--- config.mk ---
export PLATFORM = sky130hd
export DESIGN_NAME = button_debouncer
export DESIGN_NICKNAME = d
export VERILOG_FILES = /design/src/rtl/debounce_pkg.sv /design/src/rtl/sync_chain.sv /design/src/rtl/button_debouncer.sv
export SDC_FILE = /design/constraint.sdc
export NUM_CORES = 1
export LEC_CHECK = 0
export ABC_AREA = 0
export CAP_MARGIN = 5
export CORE_MARGIN = 1
export CORE_UTILIZATION = 60
export DETAILED_ROUTE_END_ITERATION = 8
export PLACE_DENSITY = 0.83
export REMOVE_ABC_BUFFERS = 1
export SETUP_SLACK_MARGIN = 0.02
export SYNTH_ARGS = -nofsm -noshare
export SYNTH_HDL_FRONTEND = slang
export SYNTH_SLANG_ARGS = --single-unit
--- constraint.sdc ---
create_clock -name clk -period 6.4 [get_ports clk]
set_input_delay 0.96 -clock clk [delete_from_list [all_inputs] [get_ports clk]]
set_output_delay 0.96 -clock clk [all_outputs]
set_load 0.1 [all_outputs]
--- src/rtl/debounce_pkg.sv ---
// Shared types and default constants for the push-button debouncer.
package debounce_pkg;

    typedef enum logic [1:0] {
        IDLE_LOW  = 2'd0,
        WAIT_HIGH = 2'd1,
        IDLE_HIGH = 2'd2,
        WAIT_LOW  = 2'd3
    } debounce_state_t;

    localparam int unsigned DEF_SYNC_STAGES     = 2;
    localparam int unsigned DEF_DEBOUNCE_CYCLES = 500000;
    localparam int unsigned DEF_GLITCH_W        = 8;

endpackage

--- src/rtl/sync_chain.sv ---
// Multi-flop synchronizer for an asynchronous single-bit input.
module sync_chain #(
    parameter int unsigned STAGES = 2
) (
    input  logic clk,
    input  logic rst,
    input  logic d,
    output logic q
);

    logic [STAGES-1:0] stage;

    // Shift the raw input through the flop chain; reset clears every stage.
    always_ff @(posedge clk) begin
        if (rst) begin
            stage <= '0;
        end else begin
            stage <= {stage[STAGES-2:0], d};
        end
    end

    assign q = stage[STAGES-1];

endmodule

--- src/rtl/button_debouncer.sv ---
// Debounces a raw push-button into a clean clock-synchronous level,
// flags open qualification windows and counts rejected bounces.
module button_debouncer
    import debounce_pkg::*;
#(
    parameter int unsigned SYNC_STAGES     = DEF_SYNC_STAGES,
    parameter int unsigned DEBOUNCE_CYCLES = DEF_DEBOUNCE_CYCLES,
    parameter int unsigned GLITCH_W        = DEF_GLITCH_W
) (
    input  logic                clk,
    input  logic                rst,
    input  logic                btn_in,
    output logic                btn_out,
    output logic                busy,
    output logic [GLITCH_W-1:0] glitch_cnt
);

    localparam int unsigned CNT_W = $clog2(DEBOUNCE_CYCLES) + 1;
    localparam logic [CNT_W-1:0] CNT_LAST = CNT_W'(DEBOUNCE_CYCLES - 1);

    logic            s;
    debounce_state_t state, state_next;
    logic [CNT_W-1:0] cnt, cnt_next;
    logic            btn_out_next;
    logic            busy_next;
    logic            glitch_inc;
    logic [GLITCH_W-1:0] glitch_next;

    sync_chain #(
        .STAGES(SYNC_STAGES)
    ) u_sync (
        .clk(clk),
        .rst(rst),
        .d  (btn_in),
        .q  (s)
    );

    // State, counter and all outputs are registered here.
    always_ff @(posedge clk) begin
        if (rst) begin
            state      <= IDLE_LOW;
            cnt        <= '0;
            btn_out    <= 1'b0;
            busy       <= 1'b0;
            glitch_cnt <= '0;
        end else begin
            state      <= state_next;
            cnt        <= cnt_next;
            btn_out    <= btn_out_next;
            busy       <= busy_next;
            glitch_cnt <= glitch_next;
        end
    end

    // Next-state logic: open a window on a level change, qualify after
    // DEBOUNCE_CYCLES stable samples, abort and count a glitch otherwise.
    always_comb begin
        state_next   = state;
        cnt_next     = cnt;
        btn_out_next = btn_out;
        glitch_inc   = 1'b0;

        case (state)
            IDLE_LOW: begin
                if (s) begin
                    state_next = WAIT_HIGH;
                    cnt_next   = CNT_W'(1);
                end
            end
            WAIT_HIGH: begin
                if (!s) begin
                    state_next = IDLE_LOW;
                    cnt_next   = '0;
                    glitch_inc = 1'b1;
                end else if (cnt == CNT_LAST) begin
                    state_next   = IDLE_HIGH;
                    cnt_next     = '0;
                    btn_out_next = 1'b1;
                end else begin
                    cnt_next = cnt + CNT_W'(1);
                end
            end
            IDLE_HIGH: begin
                if (!s) begin
                    state_next = WAIT_LOW;
                    cnt_next   = CNT_W'(1);
                end
            end
            WAIT_LOW: begin
                if (s) begin
                    state_next = IDLE_HIGH;
                    cnt_next   = '0;
                    glitch_inc = 1'b1;
                end else if (cnt == CNT_LAST) begin
                    state_next   = IDLE_LOW;
                    cnt_next     = '0;
                    btn_out_next = 1'b0;
                end else begin
                    cnt_next = cnt + CNT_W'(1);
                end
            end
            default: begin
                state_next   = IDLE_LOW;
                cnt_next     = '0;
                btn_out_next = 1'b0;
            end
        endcase

        busy_next = (state_next == WAIT_HIGH) || (state_next == WAIT_LOW);

        glitch_next = glitch_cnt;
        if (glitch_inc && (glitch_cnt != '1)) begin
            glitch_next = glitch_cnt + GLITCH_W'(1);
        end
    end

endmodule

==> results.txt <==
number of fill cells in the layout: 220
capture point of the worst reg-to-reg path: cnt[15]$_SDFFE_PP0P_
WL final: 3570 microns
Setup TNS: 0 ns
gr usage total: 0.274
postcts setup bufs: 0
DRC: 0
Synth Flop Type: dfxtp_1
hold endpoint: u_sync.stage[1]$_SDFF_PP0_
Post-Syn Area per Cell: 8.60 sq um
Synth Area in Adders: 0.0148
Worst Hold Class: reg2reg
first-pass GRT wire length: 5720 microns
crit path max fanout: 12
number of global-route vias before repair: 1288
mapped cell area: 1690 sq um
crit start category: flop
Max-Slew Margin vs Limit: 0.348
Initial Util: 0.660
CP endpoint kind: primary output
ANT nets after route: 0
Reg2Reg Depth: 5
total die area: 3040 sq um
status: finished, final reports clean
FF/Latch Area: 661 sq um
Pre-antenna DRT Iters: 4
critical path class: reg2out
CTS tree: yes
fmax: 325 MHz
HP Start: u_sync.stage[0]$_SDFF_PP0_
final-stage net count: 215
most area-consuming cells after synthesis: dfxtp_1 (39%), nor2_1 (5.3%), nand3_1 (4.7%), nand2_1 (4.0%), nand4_1 (3.3%)
grt ovf: 0
R2R Setup Slk: 4.14 ns
CP delay by family, top: buffers and inverters
Hold Crit Depth: 1
Data arrival, critical path: 2.11 ns
main combinational cell family by area after synthesis: simple AND/OR/NAND/NOR gates
Tightest Pin Transition: 0.975 ns
Post-synth EDFFs: 0
XOR/XNOR Fraction of Synth Area: 0.0569
worst path required time: 5.44 ns
initial antenna violation count: 0
Yosys warning total: 0
Yosys cell types: 43
Bufs and invs on worst path: 1
num rows: 18
clk sink count: 33
vias: 1532
area growth from synthesis to layout: 11.4%
MaxCap Viol Count: 0
asr flop ratio synth: 0
CTS buffer count: 5
layout cells sized above 1: 0.0806
clock tree buffer depth: 2
final hold viol count: 0
worst path cell trace: clkdlybuf4s50_1
share of the synthesized area in the top cell type: 0.390
n_diodes: 0
CORE AREA: 2570 sq um
Post-Synth Simple-Gate Area: 0.343
slowest stage cell, crit path: clkdlybuf4s50_1
Seq/Total Area, Yosys: 0.390
Mapped Cells: 197
Port Buffers: 12
Ports: 13
Die Y: 55.1 microns
Yosys top cell by area: dfxtp_1
Layout Skew: 0.00695 ns
Die X: 55.1 microns
crit-path max cell delay: 1.21 ns
Max VDD drop: 0.184 mV
Max Slew Vio Count: 0
leak pwr: 0.701 nW
number of setup violations in the final report: 0
Compound-Gate Fraction of Synth Area: 0.144
Root Driver: clkbuf_4
Reg clk slew, reported paths: 0.10 ns
largest net degree at the start of global routing: 25
Hold Buf Count CTS: 0
worst reg2reg path startpoint: state[1]$_SDFF_PP0_
most frequent cells after synthesis: dfxtp_1 (33), nor2_1 (24), nand2_1 (18)
most frequent cell after synthesis: dfxtp_1
WL per Instance: 14.8 microns
min Tclk post-route: 3.07 ns
drt initial violations: 49
worst skew pair latency: 0.34 ns
RSZ-0062 raised after global routing: false
Post-CTS Resized: 0
H-tree depth: 2
Seq cells post-synth: 33
Tcrit/Tclk final: 0.480
placed cells: 233
Post-DP HPWL: 2460 microns
multiplexer share of the synthesized area: 0.0177
area of the multi-input gates: 977 sq um
fin cells: 241
gp weighted congestion: 0.850
power per cell area: 192 nW/um^2
DR vias/cell: 6.36
[power breakdown]
part	switching (W)	internal (W)
sequential	0.00000161	0.000207
clock	0.0000727	0.0000636
combinational	0.0000121	0.00000504
[layout make-up]
class                   count  share of cell area
clock buffers               7              0.0345
multi-input cells         153               0.518
clock inverters             1             0.00265
repair buffers             13              0.0676
flip-flops and latches     33               0.350
well taps                  30              0.0199
inverters                   4             0.00795
[per-layer routing]
layer	track usage	vias up	part of all wire
met4	0.0833	0	0.017
li1	-	750	-
met1	0.341	730	0.45
met5	0	-	0
met3	0.0984	8	0.067
met2	0.440	44	0.46
[worst max path at each step]
stage | startpoint | end | slack (ns) | depth (start not counted)
global route | state[0]$_SDFF_PP0_ | busy | 3.24 | 1
CTS | state[0]$_SDFF_PP0_ | busy | 3.33 | 1
floorplan | state[0]$_SDFF_PP0_ | cnt[13]$_SDFFE_PP0P_ | 4.02 | 4
detailed placement | state[0]$_SDFF_PP0_ | busy | 3.71 | 1
finish | state[0]$_SDFF_PP0_ | busy | 3.33 | 1
global placement | state[0]$_SDFF_PP0_ | busy | 3.75 | 1
[logic make-up after synthesis]
| family | Yosys count |
|---|---|
| adder cells (fa/ha/maj) | 2 |
| buffers and inverters | 11 |
| XOR/XNOR | 11 |
| AO/OA/AOI/OAI | 35 |
| multiplexers | 3 |
| AND/OR/NAND/NOR | 102 |
| flip-flops | 33 |
[state kept, by name (all words and copies together), names as in the netlist]
signal / cells
btn_out: 1
cnt: 20
glitch_cnt: 8
state: 2
u_sync.stage: 2
[cell usage in the layout, fill, tap and decap left out, types with 2 or more instances in the layout]
master,count
a31oi_1,3
and4_1,3
a211o_1,2
clkdlybuf4s50_1,12
nand2_1,18
ha_1,2
nor4b_1,2
and3_1,7
a22oi_1,3
nand3b_1,2
or4b_1,2
dfxtp_1,33
clkbuf_8,2
a21oi_1,7
nand3_1,16
inv_1,4
nand4_1,9
o211ai_1,2
nor2b_1,2
nor3_1,6
xnor2_1,5
o21ai_0,7
a21o_1,2
o211a_1,2
nor4_4,2
xor2_1,6
nor2_1,24
clkbuf_4,5
and2_1,2
mux2i_1,3
[worst register-to-register path, stage by stage (launching register included)]
cell and delay (ns):
dfxtp_1 0.45, xor2_1 0.40, nand2_2 0.24, a21oi_2 0.45, or4b_1 0.49, a31oi_1 0.18
[metrics by stage]
stage / hold WS [ns] / worst slack, ns / instance area [sq um] / total power, W / utilization
after global placement: 0.427 / 3.75 / 1820 / 0.000229 / 0.708
after CTS: 0.466 / 3.33 / 1890 / 0.000362 / 0.735
after global routing: 0.479 / 3.24 / 1890 / 0.000374 / 0.735
after detailed placement: 0.446 / 3.71 / 1820 / 0.000230 / 0.708
final: 0.461 / 3.33 / 1890 / 0.000362 / 0.735
after floorplan: 0.414 / 4.02 / 1650 / 0.000223 / -
(Power assumes the default switching activity.)
